===== config.mk =====
export PLATFORM = sky130hd
export DESIGN_NAME = button_conditioner
export DESIGN_NICKNAME = d
export VERILOG_FILES = /design/src/rtl/button_conditioner.sv
export SDC_FILE = /design/constraint.sdc
export NUM_CORES = 1
export LEC_CHECK = 0
export CORE_AREA = 8 8 212 214
export CTS_CLUSTER_SIZE = 24
export DETAILED_ROUTE_END_ITERATION = 12
export DIE_AREA = 0 0 220 222
export SETUP_SLACK_MARGIN = 0.4
export SYNTH_ARGS = -nofsm -noshare
export SYNTH_HDL_FRONTEND = slang
export SYNTH_HIERARCHICAL = 1
export SYNTH_SLANG_ARGS = --single-unit

===== constraint.sdc =====
create_clock -name clk -period 4.4 [get_ports clk]
set_input_delay 0.88 -clock clk [delete_from_list [all_inputs] [get_ports clk]]
set_output_delay 0.88 -clock clk [all_outputs]
set_load 0.01 [all_outputs]

===== src/rtl/button_conditioner.sv =====
// Pushbutton conditioner: per-button two-flop sync, debounce FSM, press/release
// pulses and hold-to-repeat pulse train. Each button has its own button_lane.

module button_lane #(
  parameter int DEBOUNCE_CYCLES = 125000,
  parameter int REPEAT_DELAY    = 3125000,
  parameter int REPEAT_PERIOD   = 625000
) (
  input  logic clk,
  input  logic reset_n,
  input  logic raw,
  output logic level,
  output logic press,
  output logic press_nxt,
  output logic rel,
  output logic rpt
);
  localparam int RMAX = (REPEAT_DELAY > REPEAT_PERIOD) ? REPEAT_DELAY : REPEAT_PERIOD;
  localparam int DW   = $clog2(DEBOUNCE_CYCLES);
  localparam int RW   = (RMAX > 1) ? $clog2(RMAX) : 1;
  localparam logic [DW-1:0] D_LAST        = DW'(DEBOUNCE_CYCLES - 1);
  localparam logic [RW-1:0] R_DELAY_LAST  = RW'(REPEAT_DELAY - 1);
  localparam logic [RW-1:0] R_PERIOD_LAST = RW'(REPEAT_PERIOD - 1);

  typedef enum logic [1:0] {IDLE, DEB_PRESS, HELD, DEB_RELEASE} state_t;
  typedef enum logic {DELAY, PERIOD} phase_t;

  state_t        state, state_nxt;
  phase_t        phase, phase_nxt;
  logic [DW-1:0] dcnt, dcnt_nxt;
  logic [RW-1:0] rcnt, rcnt_nxt;
  logic [1:0]    sync;
  logic          s, rel_nxt, rpt_nxt;

  assign s     = sync[1];
  assign level = (state == HELD) || (state == DEB_RELEASE);

  always_ff @(posedge clk or negedge reset_n) begin
    if (!reset_n) begin
      sync  <= '0;
      state <= IDLE;
      phase <= DELAY;
      dcnt  <= '0;
      rcnt  <= '0;
      press <= 1'b0;
      rel   <= 1'b0;
      rpt   <= 1'b0;
    end else begin
      sync  <= {sync[0], raw};
      state <= state_nxt;
      phase <= phase_nxt;
      dcnt  <= dcnt_nxt;
      rcnt  <= rcnt_nxt;
      press <= press_nxt;
      rel   <= rel_nxt;
      rpt   <= rpt_nxt;
    end
  end

  always_comb begin
    state_nxt = state;
    phase_nxt = phase;
    dcnt_nxt  = dcnt;
    rcnt_nxt  = rcnt;
    press_nxt = 1'b0;
    rel_nxt   = 1'b0;
    rpt_nxt   = 1'b0;
    case (state)
      IDLE: begin
        if (s) begin
          state_nxt = DEB_PRESS;
          dcnt_nxt  = DW'(1);
        end
      end
      DEB_PRESS: begin
        if (!s) begin
          state_nxt = IDLE;
        end else if (dcnt == D_LAST) begin
          state_nxt = HELD;
          press_nxt = 1'b1;
          rcnt_nxt  = '0;
          phase_nxt = DELAY;
        end else begin
          dcnt_nxt = dcnt + DW'(1);
        end
      end
      HELD: begin
        if (!s) begin
          state_nxt = DEB_RELEASE;
          dcnt_nxt  = DW'(1);
        end else if (phase == DELAY && rcnt == R_DELAY_LAST) begin
          rpt_nxt   = 1'b1;
          rcnt_nxt  = '0;
          phase_nxt = PERIOD;
        end else if (phase == PERIOD && rcnt == R_PERIOD_LAST) begin
          rpt_nxt  = 1'b1;
          rcnt_nxt = '0;
        end else begin
          rcnt_nxt = rcnt + RW'(1);
        end
      end
      DEB_RELEASE: begin
        // rcnt/phase stay frozen here so a glitch only delays the repeat train
        if (s) begin
          state_nxt = HELD;
        end else if (dcnt == D_LAST) begin
          state_nxt = IDLE;
          rel_nxt   = 1'b1;
        end else begin
          dcnt_nxt = dcnt + DW'(1);
        end
      end
      default: state_nxt = IDLE;
    endcase
  end
endmodule

module button_conditioner #(
  parameter int N_BTN           = 5,
  parameter int DEBOUNCE_CYCLES = 125000,
  parameter int REPEAT_DELAY    = 3125000,
  parameter int REPEAT_PERIOD   = 625000
) (
  input  logic             clk,
  input  logic             reset_n,
  input  logic [N_BTN-1:0] btn_raw,
  output logic [N_BTN-1:0] btn_level,
  output logic [N_BTN-1:0] btn_press,
  output logic [N_BTN-1:0] btn_release,
  output logic [N_BTN-1:0] btn_repeat,
  output logic             any_press
);
  logic [N_BTN-1:0] press_nxt;

  for (genvar gi = 0; gi < N_BTN; gi++) begin : g_lane
    button_lane #(
      .DEBOUNCE_CYCLES (DEBOUNCE_CYCLES),
      .REPEAT_DELAY    (REPEAT_DELAY),
      .REPEAT_PERIOD   (REPEAT_PERIOD)
    ) u_lane (
      .clk       (clk),
      .reset_n   (reset_n),
      .raw       (btn_raw[gi]),
      .level     (btn_level[gi]),
      .press     (btn_press[gi]),
      .press_nxt (press_nxt[gi]),
      .rel       (btn_release[gi]),
      .rpt       (btn_repeat[gi])
    );
  end

  // Built from next-state press so it lands on the same edge as btn_press
  always_ff @(posedge clk or negedge reset_n) begin
    if (!reset_n) any_press <= 1'b0;
    else          any_press <= |press_nxt;
  end
endmodule


### After elaboration in Yosys (flattened, before gate mapping)

Index checks and enable logic that the tools add are counted.

* reductions and logical operators: 46
* bitwise logic cells: 5
* equal/unequal tests: 75
* multiplexer cells: 165
* div/mod/pow operators: 0
* shift-type cells: 0
* multiply operators: 0
* add/subtract/negate cells: 10
* $lt $le $gt $ge: 0

Operators with widths (count)
* $mux W22: 25
* $mux W17: 25
* $pmux W17 S4: 5
* $pmux W22 S2: 5
* $add A22 B1 Y22 const B: 5
* $eq A22 B20 Y1 const B: 5
* $eq A22 B22 Y1 const B: 5
* $add A17 B1 Y17 const B: 5
* $eq A17 B17 Y1 const B: 5
* $mux W1: 65
* $mux W2: 30
* $reduce_and A4 Y1: 15
* $ne A2 B1 Y1 const B: 20
* $pmux W2 S4: 5
* $ne A2 B2 Y1 const B: 15
* $reduce_and A5 Y1: 5
* $eq A2 B2 Y1 const B: 10
* $ne A3 B2 Y1 const B: 5
* $ne A3 B3 Y1 const B: 5
* $eq A2 B1 Y1 const B: 5
* $logic_and A1 B1 Y1: 10
* $logic_not A2 Y1: 5
* $pmux W1 S2: 5
* $reduce_bool A2 Y1: 5
* other kinds (3): 11

* logic and storage cells: 342
* register bits after elaboration: 236
* bits in writable memories: 0
* memory bits (read-only): 0
* memories: 0
* bits in latches: 0

### Logic depth before layout (Yosys ltp)

* word-level depth: 6
* mapped depth: 8
* gate-level depth less buffers: 7

### By module

Netlist, hierarchy kept.

By module, submodules not included
* button_lane (g_lane[0].u_lane ...): area an instance 2598.7 sq um, times used 3, cells an instance 280, sequential area each 1176.1 sq um
* button_lane (g_lane[4].u_lane): area an instance 2631.3 sq um, times used 1, cells an instance 284, sequential area each 1176.1 sq um
* button_lane (g_lane[1].u_lane): area an instance 2596.2 sq um, times used 1, cells an instance 278, sequential area each 1176.1 sq um
* button_conditioner: area an instance 37.5 sq um, times used 1, cells an instance 4, sequential area each 25.0 sq um

### Worst setup path after synthesis

No wires, ideal clock.

* path type: register -> register
* from: register g_lane[0].u_lane.dcnt[9]
* to: register g_lane[0].u_lane.rcnt[7]
* library setup time: 0.078 ns
* stages on the path, launching flop included: 8
* data required time: 4.322 ns
* period minus slack after synthesis: 2.404 ns
* path slack: 1.996 ns
* data arrival time: 2.326 ns
* cell sequence: dfrtp_1 buf_6 or4_4 nor4_4 a21oi_2 buf_6 or4_1 a21oi_1

* cells in the longest elaborated chain, start to end: 3

RTL lines
* start: declaration: RTL line 30 `logic [DW-1:0] dcnt, dcnt_nxt;`
* start signal: assignment: RTL line 52 `dcnt <= dcnt_nxt;`
* $eq A17 B17 Y1: RTL line 78 `end else if (dcnt == D_LAST) begin`
* $ne A2 B1 Y1 (no line)
* $reduce_and A4 Y1 (no line)
* end signal: assignment: RTL line 53 `rcnt <= rcnt_nxt;`
* end: declaration: RTL line 31 `logic [RW-1:0] rcnt, rcnt_nxt;`

No other way between the ends.
A chain may end at the register's enable or synchronous reset.

### Worst setup path after layout

* from: register g_lane[3].u_lane.dcnt[9]
* to: register g_lane[3].u_lane.rcnt[19]

* cells in the longest elaborated chain, start to end: 3

RTL lines (RTL line)
* start: declaration: 30
* start signal: assignment: 52
* $eq A17 B17 Y1: 78
* $ne A2 B1 Y1 (no line)
* $reduce_and A4 Y1 (no line)
* end signal: assignment: 53
* end: declaration: 31

No other way between the ends.

==> flow_summary.yaml <==
hold_path:
  holdCritPathClass: "reg -> reg"
synthesis:
  synth_xor_area_share_pct: 1.14
  synthAdderAreaFrac_pct: 0.958
  synth_top_flop_cell: "dfrtp_1"
  yosys_warnings: 6
  syn_nets: 1423
  yosysTopAreaCell: "dfrtp_1"
  synth-seq-area-share_pct: 45.2
  synth-seq-cells: 236
  synthArstFlopShare_pct: 100
  synth.top_cell.area_share_pct: 45.2
  synth_top_family_by_area: "simple AND/OR/NAND/NOR gates"
  ys_types: 68
  synth_compound_area_share_pct: 17.6
  syn_inst: 1406
  synthSimpleGateAreaFrac_pct: 30.2
  synth.cell_area_sq_mm: 0.0131
  syn_area_per_cell_sq_um: 9.29
  synth_mux_area_share_pct: 1.50
  synth_edf_count: 0
  synth_area_leaders: "dfrtp_1 45%, a21oi_1 5.1%, o21ai_0 3.5%"
setup_path:
  r2r_slack_ns: 1.68
  arrival_ns: 3.21
  cp_cell_sequence: "or4_4, nor4_4, a21oi_2, or4b_1, a21oi_1"
  worst_path_largest_cell_delay_ns: 0.59
  slowest_stage: "or4_4"
  cp_top_family: "simple AND/OR/NAND/NOR gates"
  worstPathRequired_ns: 4.89
  crit_type: "reg -> reg"
  setup.worst_path.end_class: "register"
  critPathMaxFanout: 20
  critPathBufInv: 0
  critical_path.startpoint_type: "register"
sta:
  setup_violations: 0
  max_freq_mhz: 367
  fin_worst_skew_ns: 0.0272
  rsz0062_at_grt: "false"
  fin_tns_setup_ns: 0
  period_needed_ns: 2.72
  worst_slack_ns: 1.68
  period_share_pct: 61.9
  fin_hold_ws_ns: 0.344
  slew-limit-headroom_pct: 16.0
  timing.final.hold_violations: 0
  drv_slew: 0
  worst_pin_slew_ns: 1.26
clock_network:
  cts_buffer_depth: 3
  clk_pin_slew_worst_paths_ns: 0.06
  cts_buffers: 29
  cts-resized-gates: 0
  clock-sinks: 236
  cts_tree: "yes"
  root_buffer: "clkbuf_16"
  cts_hold_repair.buffers: 0
  cts_setup_buffers: 0
  clock_latency_ns: 0.57
  h-tree-depth: 1
finish:
  layout_common_cells: "236 x dfrtp_1, 133 x a21oi_1, 106 x nand2_1"
  diodes: 0
  final_common_cell: "dfrtp_1"
  nets: 1415
  drive_above_1_share_pct: 7.26
  area_delta_synth_final_pct: 12.8
detailed_routing:
  wl_per_cell_um: 15.7
  wirelength_um: 30700
  drtIter0Drc: 750
  drc_errors: 0
  antenna_left: 0
  vias_per_cell: 5.69
  first_pass_iters: 5
  num_vias: 11100
global_routing:
  grt_pass1_wl_um: 53300
  grt_pass1_vias: 10800
  overflow: 0
  gr-usage-all-layers_pct: 12.5
  grt_max_degree: 111
  antenna_found_initial: 0
floorplan:
  fp.coreArea_sq_mm: 0.0415
  fp.dieW_um: 220
  die_h_um: 222
  io_pins: 28
  start_util_pct: 31.5
  rows: 75
  die-area_sq_mm: 0.0488
placed_design:
  place_ws_ns: 1.68
  gp_congestion: 0.820
  hpwl_um: 20600
  port_buffers: 27
pwr:
  ir_worst_vdd_mv: 0.282
  power.leakage_nw: 5.74
  power_density_mw_per_mm2: 333
job:
  maxCapViolations: 0
run_status:
  status: "finished, final reports clean"
==> worst reg2reg max path, stage by stage (launching register included) <==
cell and delay (ns):
dfrtp_1 0.46, or4_4 0.59, nor4_4 0.51, a21oi_2 0.34
or4b_1 0.58, a21oi_1 0.17
==> state kept, by name, indices dropped and copies added, names as in the netlist, named ones only <==
name / cells
any_press: 1
g_lane.u_lane/state: 5
g_lane.u_lane/rcnt: 110
g_lane.u_lane/dcnt: 85
g_lane.u_lane/phase: 5
g_lane.u_lane/rpt: 5
g_lane.u_lane/press: 5
g_lane.u_lane/sync: 10
g_lane.u_lane/rel: 5
==> layout make-up <==
type	count	area (sq um)
clock inverters	12	164
fillers	4244	26700
repair buffers	35	360
inverters	22	82.6
clock buffers	40	837
well taps	539	674
flip-flops and latches	236	5910
multi-input cells	1074	6710
==> metal layers <==
layer | track usage (%) | vias up | wire (um)
met4 | 3.61 | 0 | 574
met5 | 0 | - | 0
li1 | - | 5394 | -
met2 | 20.5 | 183 | 14600
met1 | 16.8 | 5515 | 14400
met3 | 1.79 | 42 | 1110
==> power breakdown <==
| group | switching [W] | total (W) | internal [W] |
|---|---|---|---|
| sequential | 0.0000539 | 0.00226 | 0.00221 |
| combinational | 0.000123 | 0.000185 | 0.0000626 |
| clock | 0.000953 | 0.00246 | 0.00151 |
| total | 0.00113 | 0.00491 | 0.00378 |
==> final timing paths <==
kind | startpoint | to | depth (start not counted)
setup / recovery | g_lane[3].u_lane/dcnt[9]$_DFFE_PN0P_ | g_lane[3].u_lane/rcnt[19]$_DFFE_PN0P_ | 5
hold reg to reg | g_lane[0].u_lane/sync[0]$_DFF_PN0_ | g_lane[0].u_lane/sync[1]$_DFF_PN0_ | 0
max in group asynchronous | reset_n | g_lane[1].u_lane/sync[0]$_DFF_PN0_ | 2
min in group asynchronous | reset_n | g_lane[0].u_lane/rpt$_DFF_PN0_ | 1
setup reg to reg | g_lane[3].u_lane/dcnt[9]$_DFFE_PN0P_ | g_lane[3].u_lane/rcnt[19]$_DFFE_PN0P_ | 5
hold / removal | g_lane[0].u_lane/sync[0]$_DFF_PN0_ | g_lane[0].u_lane/sync[1]$_DFF_PN0_ | 0
==> through the flow <==
| stage | total power [W] | instance area [sq um] | std cells | util, % |
|---|---|---|---|---|
| after detailed placement | 0.00249 | 13700 | 1906 | 33.1 |
| final | 0.00491 | 14700 | 1958 | 35.5 |
| after floorplan | 0.00240 | 13100 | 1406 | - |
| after global routing | 0.00512 | 14700 | 1958 | 35.5 |
| after CTS | 0.00501 | 14700 | 1958 | 35.5 |
| after global placement | 0.00249 | 13700 | 1906 | 33.1 |
==> cells by family (layout without fill, tap and decap cells) <==
family                     count (synthesis)  in the layout
and+or+nand+nor                          655            655
muxes                                     19             19
adders and majority gates                 10             10
DFF                                      236            236
buffers and inverters                     96            109
AOI/OAI and AO/OA                        373            373
xor gates and xnor gates                  17             17
==> Yosys cell counts, types with 13 or more instances <==
master and n:
a31oi_1 16, nand2_1 106, nor3_1 31, inv_1 21
nand4_1 56, nand3_1 71, a21oi_1 133, or4b_1 14
nor4_1 20, or3_1 51, mux2i_1 14, clkbuf_1 54
nand3b_1 15, or4_1 43, and4_1 26, a21o_1 22
o21ai_0 92, o41ai_1 13, nand4b_1 15, nor3b_1 22
o31ai_1 45, nor2b_1 13, nor2_1 86, dfrtp_1 236
a22o_1 13, and3_1 26
Note: power is estimated with default switching activity, not from simulation.
